## config.mk

```make
export PLATFORM = sky130hd
export DESIGN_NAME = qif_neuron_scheduler
export DESIGN_NICKNAME = d
export VERILOG_FILES = /design/src/rtl/qif_neuron_scheduler.sv
export SDC_FILE = /design/constraint.sdc
export NUM_CORES = 1
export LEC_CHECK = 0
export CAP_MARGIN = 10
export CORE_AREA = 2 2 132 122
export CTS_CLUSTER_DIAMETER = 150
export DETAILED_ROUTE_END_ITERATION = 6
export DIE_AREA = 0 0 134 124
export PLACE_DENSITY_LB_ADDON = 0.25
export SKIP_LAST_GASP = 1
export SLEW_MARGIN = 0
export SYNTH_ARGS = -nofsm -noshare
export SYNTH_HDL_FRONTEND = slang
export SYNTH_SLANG_ARGS = --single-unit
```

## constraint.sdc

```tcl
create_clock -name clk -period 18.4 [get_ports clk]
set_input_delay 4.6 -clock clk [delete_from_list [all_inputs] [get_ports clk]]
set_output_delay 4.6 -clock clk [all_outputs]
set_load 0.005 [all_outputs]
```

## src/rtl/qif_neuron_scheduler.sv

```systemverilog
`default_nettype none
// ============================================================================
//  Module      : qif_neuron_scheduler
//  Description : Shares one 8-bit quadratic integrate-and-fire update datapath
//                across N_NEURONS neurons. A timestep tick walks every neuron
//                once, one per cycle, and queues spike events in a small
//                first-word-fall-through FIFO with a valid/ready interface.
//  Revision    : 1.0 - initial release
// ============================================================================
module qif_neuron_scheduler #(
   parameter int               N_NEURONS  = 4,
   parameter logic signed [7:0] V_RESET   = -8'sd20,
   parameter logic signed [7:0] V_TH      = 8'sd50,
   parameter int               FIFO_DEPTH = 4,
   localparam int              AW         = (N_NEURONS > 1) ? $clog2(N_NEURONS) : 1
) (
   input  logic          clk,
   input  logic          rst_n,
   input  logic          tick,
   input  logic          syn_wr_en,
   input  logic [AW-1:0] syn_wr_addr,
   input  logic [7:0]    syn_wr_data,
   input  logic [AW-1:0] rd_addr,
   output logic [7:0]    rd_vmem,
   output logic          spike_valid,
   output logic [AW-1:0] spike_id,
   input  logic          spike_ready,
   output logic          busy,
   output logic          step_done,
   output logic          tick_overrun
);

   localparam int            FAW    = (FIFO_DEPTH > 1) ? $clog2(FIFO_DEPTH) : 1;
   localparam int            CW     = FAW + 1;
   localparam logic [AW-1:0]  IDX_LAST = AW'(N_NEURONS - 1);
   localparam logic [FAW-1:0] PTR_LAST = FAW'(FIFO_DEPTH - 1);
   localparam logic [CW-1:0]  CNT_FULL = CW'(FIFO_DEPTH);

   typedef enum logic [1:0] {
      S_IDLE   = 2'd0,
      S_UPDATE = 2'd1,
      S_DONE   = 2'd2
   } state_t;

   state_t                state_q, state_d;
   logic [AW-1:0]         idx_q, idx_d;
   logic                  pending_q, pending_d;
   logic                  overrun_q, overrun_d;
   logic signed [7:0]     vmem_q [N_NEURONS];
   logic signed [7:0]     vmem_d [N_NEURONS];
   logic signed [7:0]     isyn_q [N_NEURONS];
   logic signed [7:0]     isyn_d [N_NEURONS];
   logic [7:0]            rd_vmem_q, rd_vmem_d;
   logic [AW-1:0]         fifo_q [FIFO_DEPTH];
   logic [AW-1:0]         fifo_d [FIFO_DEPTH];
   logic [FAW-1:0]        wr_ptr_q, wr_ptr_d, rd_ptr_q, rd_ptr_d;
   logic [CW-1:0]         count_q, count_d;

   logic signed [7:0]     v_cur, i_cur, v_upd;
   logic signed [15:0]    v16, i16, vq, iq, sum;
   logic                  spike, fifo_full, fifo_empty, pop, push, commit, in_update;

   // Membrane update for the neuron selected by idx: V + (V/8)^2 + I/4, saturated
   always_comb begin
      v_cur = vmem_q[idx_q];
      i_cur = isyn_q[idx_q];
      v16   = 16'(v_cur);
      i16   = 16'(i_cur);
      vq    = v16 / 16'sd8;
      iq    = i16 / 16'sd4;
      sum   = v16 + vq * vq + iq;
      if (sum > 16'sd127)
         v_upd = 8'sd127;
      else if (sum < -16'sd128)
         v_upd = -8'sd128;
      else
         v_upd = sum[7:0];
      spike = (v_cur >= V_TH);
   end

   // Handshake: a spiking neuron commits only if the FIFO has room this cycle
   always_comb begin
      in_update  = (state_q == S_UPDATE);
      fifo_full  = (count_q == CNT_FULL);
      fifo_empty = (count_q == '0);
      pop        = !fifo_empty && spike_ready;
      commit     = in_update && (!spike || !fifo_full || pop);
      push       = commit && spike;
   end

   // Scheduler FSM next-state, timestep pending flag and sticky overrun
   always_comb begin
      state_d   = state_q;
      idx_d     = idx_q;
      pending_d = pending_q;
      overrun_d = overrun_q || (tick && pending_q);
      case (state_q)
         S_IDLE: begin
            if (tick || pending_q) begin
               state_d   = S_UPDATE;
               idx_d     = '0;
               pending_d = 1'b0;
            end
         end
         S_UPDATE: begin
            if (tick && !pending_q)
               pending_d = 1'b1;
            if (commit) begin
               if (idx_q == IDX_LAST)
                  state_d = S_DONE;
               else
                  idx_d = idx_q + 1'b1;
            end
         end
         S_DONE: begin
            if (tick && !pending_q)
               pending_d = 1'b1;
            state_d = S_IDLE;
         end
         default: state_d = S_IDLE;
      endcase
   end

   // Neuron state arrays, readback register and spike FIFO next values
   always_comb begin
      vmem_d = vmem_q;
      isyn_d = isyn_q;
      fifo_d = fifo_q;
      wr_ptr_d = wr_ptr_q;
      rd_ptr_d = rd_ptr_q;
      count_d  = count_q;
      if (commit)
         vmem_d[idx_q] = spike ? V_RESET : v_upd;
      if (syn_wr_en && (32'(syn_wr_addr) < N_NEURONS))
         isyn_d[syn_wr_addr] = syn_wr_data;
      if (32'(rd_addr) < N_NEURONS)
         rd_vmem_d = vmem_q[rd_addr];
      else
         rd_vmem_d = 8'd0;
      if (push) begin
         fifo_d[wr_ptr_q] = idx_q;
         wr_ptr_d = (wr_ptr_q == PTR_LAST) ? '0 : wr_ptr_q + 1'b1;
      end
      if (pop)
         rd_ptr_d = (rd_ptr_q == PTR_LAST) ? '0 : rd_ptr_q + 1'b1;
      case ({push, pop})
         2'b10:   count_d = count_q + 1'b1;
         2'b01:   count_d = count_q - 1'b1;
         default: count_d = count_q;
      endcase
   end

   // State registers; reset aborts any step in progress
   always_ff @(posedge clk) begin
      if (rst_n) begin
         state_q   <= S_IDLE;
         idx_q     <= '0;
         pending_q <= 1'b0;
         overrun_q <= 1'b0;
         rd_vmem_q <= V_RESET;
         wr_ptr_q  <= '0;
         rd_ptr_q  <= '0;
         count_q   <= '0;
         for (int n = 0; n < N_NEURONS; n++) begin
            vmem_q[n] <= V_RESET;
            isyn_q[n] <= 8'sd0;
         end
         for (int f = 0; f < FIFO_DEPTH; f++)
            fifo_q[f] <= '0;
      end else begin
         state_q   <= state_d;
         idx_q     <= idx_d;
         pending_q <= pending_d;
         overrun_q <= overrun_d;
         rd_vmem_q <= rd_vmem_d;
         wr_ptr_q  <= wr_ptr_d;
         rd_ptr_q  <= rd_ptr_d;
         count_q   <= count_d;
         vmem_q    <= vmem_d;
         isyn_q    <= isyn_d;
         fifo_q    <= fifo_d;
      end
   end

   assign rd_vmem      = rd_vmem_q;
   assign spike_valid  = !fifo_empty;
   assign spike_id     = fifo_q[rd_ptr_q];
   assign busy         = (state_q != S_IDLE);
   assign step_done    = (state_q == S_DONE);
   assign tick_overrun = overrun_q;

endmodule
`default_nettype wire
```

* After elaboration in Yosys (flattened, before gate mapping)
Cells that the tools add are included.
Word-level totals: input port bits 17, word-level logic and storage cells 127, flip-flop bits (word level) 93
Cells by class: equal/unequal tests 13, reduce and logical (&&, ||, !) cells 28, multiplexer cells 38, magnitude comparators 11, bitwise operators 7, $add $sub $neg 9, multiply operators 1
Operators by type and width (number):
- $mux 8 | 11
- $bwmux 32 | 2
- $bmux 8 s2 | 3
- $add 16x1->16 | 2
- $demux 8 s2 | 2
- $mux 2 | 11
- $add 16x16->16 | 1
- $add 8x16->16 | 1
- $gt 16x8->1 const B | 1
- $lt 16x8->1 const B | 1
- $mul 16x16->16 | 1
- $ge 3x3->1 const B | 5
- $not 2->3 | 5
- $eq 2x2->1 const B | 5
- $lt 3x1->1 const B | 3
- $bwmux 8 | 1
- $ge 8x7->1 const B | 1
- $logic_and 1x1->1 | 8
- $pmux 2 s2 | 2
- $reduce_bool 2->1 | 4
- $add 2x1->2 const B | 3
- $ne 2x2->1 const B | 3
- $pmux 3 s2 | 1
- $reduce_and 3->1 | 2
- other kinds (17) | 28

* Logic depth before layout (Yosys ltp)
Gate-level depths: netlist of the first run.
depth in word-level cells 15, mapped depth 35, gate-level depth less buffers 31

* Worst setup path before layout of the first run
No wires, ideal clock.
path kind register to register, from register idx_q[0], to register vmem_q[12] in the netlist's numbering, path slack 9994 ps, arrival 8274 ps, cell stages (with the launch flop) 31, required time 18268 ps, buffers on the path 4, cells stage by stage dfxtp_1 buf_6 mux4_2 inv_1 nor2_1 ha_1 nand3_1 or3_1 ha_1 clkbuf_1 or2_2 fa_1 fa_1 fa_1 inv_1 fa_1 fa_1 inv_1 fa_1 inv_1 ha_1 clkbuf_1 and4_1 o21ai_1 o211a_1 or3_1 nor4_2 nor2_1 buf_4 o21ai_0 a21oi_1
Between the ends: word-level cells in the longest chain between the ends 15, elaborated cells between the ends (all ways) 32, those cells by class 4 x add/sub; 1 x mul; 5 x order compare; 12 x mux; 3 x bitwise; 7 x reduce/logical
Ends and longest elaborated chain:
- start, declared | line 46 | logic [AW-1:0] idx_q, idx_d;
- start signal, assigned | line 172 | idx_q <= idx_d;
- $not 2->3 (*) | line 65, 66, 133
- $bmux 8 s2 | line 65 | v_cur = vmem_q[idx_q];
- $mux 8 (not written as such) (2 in series) | line 65
- $reduce_or 3->1 (no source line)
- $and 1x1->1 (no source line)
- $add 16x1->16 (no source line)
- $mul 16x16->16 | line 71 | sum = v16 + vq * vq + iq;
- $add 8x16->16 | line 71
- $add 16x16->16 | line 71
- $lt 16x8->1 | line 74 | else if (sum < -16'sd128)
- $mux 8 | line 74
- $mux 8 | line 72 | if (sum > 16'sd127)
- $mux 8 | line 133 | vmem_d[idx_q] = spike ? V_RESET : v_upd;
- $bwmux 32 | line 133
- end signal, assigned | line 179 | vmem_q <= vmem_d;
- end, declared | line 49 | logic signed [7:0] vmem_q [N_NEURONS];
Mark *: on every way between the ends. The rest lies on a longest branch, timed or not. The select of a mux whose other input is x is not followed. A chain may end at the register's enable or synchronous reset.

* Worst setup path after layout of the first run
from register idx_q[0], to register vmem_q[20] in the netlist's numbering
Same word-level chain as after synthesis.

==> metrics, run 1 <==
final hold vios 0; Critical Path AT 9.25 ns; Avg Cell Area, Syn 9.339 um2; number of I/O pins 31; Post-synth ARST share 0; Seq cells post-synth 93; Post-Route WL 18700 um; Setup TNS Final 0 ns; most frequent cells in the layout 169 x inv_1, 93 x dfxtp_1, 92 x fa_1; first-pass GRT wire length 31660 um; run status finished clean; Synth top area share 0.2107; fin crit period 9.061 ns; commonest non-fill, non-tap cell in the layout inv_1; Die W 134 um; f_max 0.1104 GHz; Post-synth top flop dfxtp_1; drt wl/cell 16.02 um; critical path class flop to flop; DRT iter0 DRCs 363; pre-CTS setup slack 9.356 ns; Post-synth EDFFs 0; top post-synthesis cells by area dfxtp_1 21%, fa_1 21%, ha_1 13%, inv_1 7.2%, mux4_2 6.1%; vias in the first global route 6445; Syn Inst Count 946; area delta synth->final 8.143%; endpoints failing setup 0; critical path required time 18.59 ns; IO buf count 30; CP Launch Type flop; dpl hpwl 14680 um; share of layout cells above drive strength 1 0.06736; mapped cell area 0.008835 mm2; Core ar. 0.01512 mm2; number of vias per cell 5.544; Yosys top cell by area dfxtp_1; reg2reg end vmem_q[20]; Max-Cap Viols 0; R2R Setup Slk 9.34 ns; Slew headroom 0.3802; clk buf depth 2; hold_sp fifo_q[3]; clock skew 0.01097 ns; Worst Hold Path EP fifo_q[3]; crit path capture type flop; drc violations 0; post-cts sizing count 0; Overflow after GRT 0; fin. max-slew vios 0; Seq/Total Area, Yosys 0.2107; GRT Overall Usage 0.2397; later-pin clock latency in the skew report 0.35 ns; warnings from Yosys 0; total CTS buffers 9; Worst Hold Class flop to flop; Final Cycle Share 0.4924; final antenna diode count 0; unrepaired setup endpoints after global routing false; num rows 43; Root Driver clkbuf_16; CTS Hold Bufs 0; Initial Utilization 0.5844; CTS tree yes; Detail Route Antenna Nets 0; postcts setup bufs 0; Syn Nets 1145; hold depth 2; fill cell count 1293; Reg area 0.001862 mm2; Least-Margin Pin Slew 0.9230 ns; RR Startpoint idx_q[0]; Reg2Reg Depth 27; multi-input logic area 0.006202 mm2; Die Y 124 um; Netlist cell types 60; crit-path max FO 17; final net count 1159; Via Count 6470; die area 0.01662 mm2; Sink Count 93; Reg clk slew, reported paths 0.07 ns; largest net degree at the start of global routing 95; initial antenna violation count 0; WHS 0.4608 ns; PnR worst setup slack 9.339 ns; drt pass-1 iters 5; gpl congestion 0.8939; CTS H-tree lvls 3
## worst max-delay path by stage
stage,endpoint,startpoint
floorplan,vmem_q[12],idx_q[0]
global placement,vmem_q[4],idx_q[0]
CTS,vmem_q[4],idx_q[0]
detailed placement,vmem_q[16],idx_q[0]
global route,vmem_q[20],idx_q[0]
finish,vmem_q[20],idx_q[0]
## per-layer routing
layer | vias to the layer above | GRT usage | wire length [um]
met5 | - | 0 | 0
met4 | 0 | 0.04189 | 171
met3 | 17 | 0.05372 | 1160
met2 | 186 | 0.3779 | 8403
met1 | 3133 | 0.3454 | 8963
li1 | 3134 | - | -
## cells in the mapped netlist (9+ instances only)
| library cell | number |
|---|---|
| a21oi_1 | 55 |
| and2_1 | 9 |
| clkbuf_1 | 21 |
| dfxtp_1 | 93 |
| fa_1 | 92 |
| ha_1 | 90 |
| inv_1 | 169 |
| mux2i_1 | 34 |
| mux4_2 | 24 |
| nand2_1 | 54 |
| nand2b_1 | 10 |
| nand3_1 | 19 |
| nor2_1 | 68 |
| nor2b_1 | 11 |
| nor3_1 | 10 |
| o21ai_0 | 48 |
| o21bai_1 | 11 |
| or2_2 | 13 |
| or3_1 | 9 |
| xnor2_1 | 19 |
## cells by family (layout without fill, tap and decap cells)
logic type                 after synthesis  in the layout  share of synthesized area
muxes                                   58             58                    0.09970
adders and majority gates              183            183                     0.3371
DFF                                     93             93                     0.2107
AOI/OAI and AO/OA                      157            157                     0.1055
buffers and inverters                  200            219                    0.08724
xor gates and xnor gates                32             32                    0.03824
and+or+nand+nor                        223            223                     0.1215
## per-stage QoR
stage          instance area [um2]  utilization  std cells
2_1_floorplan                 8835            -        946
5_1_grt                       9554       0.6320       1167
3_3_place_gp                  9276       0.6136       1151
4_1_cts                       9554       0.6320       1167
3_5_place_dp                  9276       0.6136       1151
6_report                      9554       0.6320       1167
## layout make-up
type	count	area share
Multi-Input combinational cell	653	0.6492
Tap cell	202	0.02645
Clock buffer	11	0.02436
Clock inverter	5	0.004715
Timing Repair Buffer	34	0.03405
Inverter	169	0.06640
Sequential cell	93	0.1949
## registers in the layout, summed over array words and instances (netlist names)
register / count
fifo_q: 8
vmem_q: 32
state_q: 2
tick_overrun: 1
pending_q: 1
count_q: 3
idx_q: 2
isyn_q: 32
rd_vmem: 8
rd_ptr_q: 2
wr_ptr_q: 2
## critical path, stage by stage (launching register included)
cell and delay [ns]:
dfxtp_1 0.32, mux4_2 0.60, inv_1 0.30, nor2_1 0.23, ha_1 0.23, nand3_1 0.16
or3_1 0.42, ha_1 0.38, inv_1 0.19, nand2_1 0.22, fa_1 0.62, fa_1 0.45
fa_1 0.51, inv_1 0.05, fa_1 0.46, fa_1 0.56, inv_1 0.06, fa_1 0.53
inv_1 0.04, ha_1 0.40, and4_1 0.22, o21ai_1 0.10, o211a_1 0.22, or3_1 0.41
nor4_2 0.56, nor2_1 0.29, o21ai_0 0.25, a21oi_1 0.09
Power of run 1 is left out: the tool's default activity adds up to more than one toggle a clock period on the data nets, which glitch-free logic cannot reach.
==> inputs of run 2 (changes only) <==
- clock period: 18.4 -> 9.1 ns (I/O delays scaled with it)
==> run 2 against run 1 <==
Critical path depth grew 1. Count of clock-buffer cells in the layout down 2. Routed wire length about the same. Cell area increased by 1.2%. Maximum frequency rose by 7.2%. Cell count up 0.77%. Hold slack worse by 0.0038 ns. Setup slack got worse by 8.7 ns. Clock skew rose by 0.0012 ns. Sequential share of layout area fell by 0.23 points. Register-to-register slack got worse by 8.7 ns. Global-route usage is 0.41 points lower. Critical path type unchanged. Critical endpoint is now vmem_q[1].
==> metrics, run 2 (synthesis results as in run 1) <==
Reg area 0.001862 mm2 (unchanged); R2R Setup Slk 0.65 ns (was 9.34 ns); vias in the first global route 6165 (was 6445); Worst Hold Path EP fifo_q[1] (was fifo_q[3]); CTS H-tree lvls 3 (unchanged); number of vias per cell 5.494 (was 5.544); Top Metal Used met4 (unchanged); later-pin clock latency in the skew report 0.35 ns (about the same); Die Y 124 um (unchanged); drt pass-1 iters 4 (was 5); critical path required time 9.37 ns (was 18.59 ns); total CTS buffers 9 (unchanged); final net count 1168 (was 1159); drt wl/cell 15.89 um (was 16.02 um); Reg clk slew, reported paths 0.07 ns (about the same); Detail Route Antenna Nets 0 (unchanged); crit-path max FO 9 (was 17); dpl hpwl 14730 um (was 14680 um); Slew headroom 0.3874 (was 0.3802); initial antenna violation count 0 (unchanged); registers with the most flip-flops isyn_q (32), vmem_q (32) (unchanged); Worst Hold Class flop to flop (unchanged); die area 0.01662 mm2 (unchanged); fill cell count 1267 (was 1293); Overflow after GRT 0 (unchanged); drc violations 0 (unchanged); Core ar. 0.01512 mm2 (unchanged); metal1 wirelength 9009 um (was 8963 um); multi-input logic area 0.006211 mm2 (was 0.006202 mm2); unrepaired setup endpoints after global routing false (unchanged); area delta synth->final 9.460% (was 8.143%); share of layout cells above drive strength 1 0.07803 (was 0.06736); IO buf count 30 (unchanged); hold_sp fifo_q[1] (was fifo_q[3]); CP Launch Type flop (unchanged); clock skew 0.01221 ns (was 0.01097 ns); Max-Cap Viols 0 (unchanged); Least-Margin Pin Slew 0.9189 ns (was 0.9230 ns); Post-Route WL 18690 um (was 18700 um); GRT Overall Usage 0.2356 (was 0.2397); WHS 0.4570 ns (was 0.4608 ns); Initial Utilization 0.5844 (unchanged); clk buf depth 2 (unchanged); Reg2Reg Depth 28 (was 27); critical path class flop to flop (unchanged); met3 wire len 1018 um (was 1160 um); slowest CP cell mux4_2 (was fa_1); DRT iter0 DRCs 370 (was 363); RR Startpoint idx_q[0] (unchanged); commonest non-fill, non-tap cell in the layout inv_1 (unchanged); fin crit period 8.454 ns (was 9.061 ns); f_max 0.1183 GHz (was 0.1104 GHz); delay of the slowest critical-path stage 0.61 ns (was 0.62 ns); CTS Hold Bufs 0 (unchanged); Root Driver clkbuf_16 (unchanged); number of I/O pins 31 (unchanged); run status finished clean (unchanged); largest net degree at the start of global routing 95 (unchanged); gpl congestion 0.8769 (was 0.8939); reg2reg end vmem_q[1] (was vmem_q[20]); Most Frequent Cell on Critical Path ha_1 (was fa_1); CTS tree yes (unchanged); Via Count 6461 (was 6470); fin. max-slew vios 0 (unchanged); crit path capture type flop (unchanged); met2 WL 8439 um (was 8403 um); final antenna diode count 0 (unchanged); Sink Count 93 (unchanged); hold depth 2 (unchanged); Final Cycle Share 0.9290 (was 0.4924); final hold vios 0 (unchanged); Die W 134 um (unchanged); num rows 43 (unchanged); most frequent cells in the layout 169 x inv_1, 93 x dfxtp_1, 92 x fa_1 (unchanged); first-pass GRT wire length 30920 um (was 31660 um); Critical Path AT 8.72 ns (was 9.25 ns); Setup TNS Final 0 ns (unchanged); endpoints failing setup 0 (unchanged)
## run 2: layer usage
| metal | track usage | vias up |
|---|---|---|
| li1 | - | 3160 |
| met2 | 0.3715 | 175 |
| met1 | 0.3438 | 3104 |
| met4 | 0.04721 | 0 |
| met5 | 0 | - |
| met3 | 0.04192 | 22 |
## run 2: critical path: cells and delay by family, from the launching register on
| kind | cells | cell delay (ns) |
|---|---|---|
| AOI/OAI and AO/OA | 7 | 1.96 |
| xor gates and xnor gates | 2 | 0.35 |
| adders and majority gates | 10 | 3.55 |
| buffers and inverters | 3 | 0.28 |
| DFF | 1 | 0.50 |
| muxes | 1 | 0.61 |
| and+or+nand+nor | 5 | 1.10 |
## run 2: final cells by class
class	count	area share
Multi-Input combinational cell	653	0.6423
Inverter	169	0.06560
Clock inverter	7	0.009574
Sequential cell	93	0.1925
Tap cell	202	0.02614
Clock buffer	9	0.02329
Timing Repair Buffer	43	0.04063
## run 2: timing repair
item | CTS | global route
gates resized for setup | 0 | 1
endpoints found under the setup margin | 0 | 4
setup buffers | 0 | 0
## run 2: per-stage QoR
step | std cells | utilization | area (um2) | setup WS [ns]
after global placement | 1160 | 0.6181 | 9344 | 0.6539
after global routing | 1176 | 0.6397 | 9671 | 0.1442
after detailed placement | 1160 | 0.6181 | 9344 | 0.5237
after floorplan | 946 | - | 8835 | 0.6940
final | 1176 | 0.6397 | 9671 | 0.6464
after CTS | 1176 | 0.6391 | 9662 | 0.4789
## run 2: worst max-delay path by stage
stage                        start    endpoint  slack (ns)  cells after the start
after floorplan           idx_q[0]  vmem_q[12]        0.69                     30
after global placement    idx_q[0]   vmem_q[9]        0.65                     28
after detailed placement  idx_q[0]  vmem_q[24]        0.52                     27
after CTS                 idx_q[0]  vmem_q[24]        0.48                     28
after global routing      idx_q[0]   vmem_q[1]        0.14                     28
final                     idx_q[0]   vmem_q[1]        0.65                     28
Power of run 2 is left out for the same reason.
==> inputs of run 3 (changes only) <==
- CTS_BUF_LIST: not set -> sky130_fd_sc_hd__clkbuf_16
==> results of run 3 <==
No change in the layout: final DEF, timing and power equal those of run 2.
Power of run 3 is left out for the same reason.
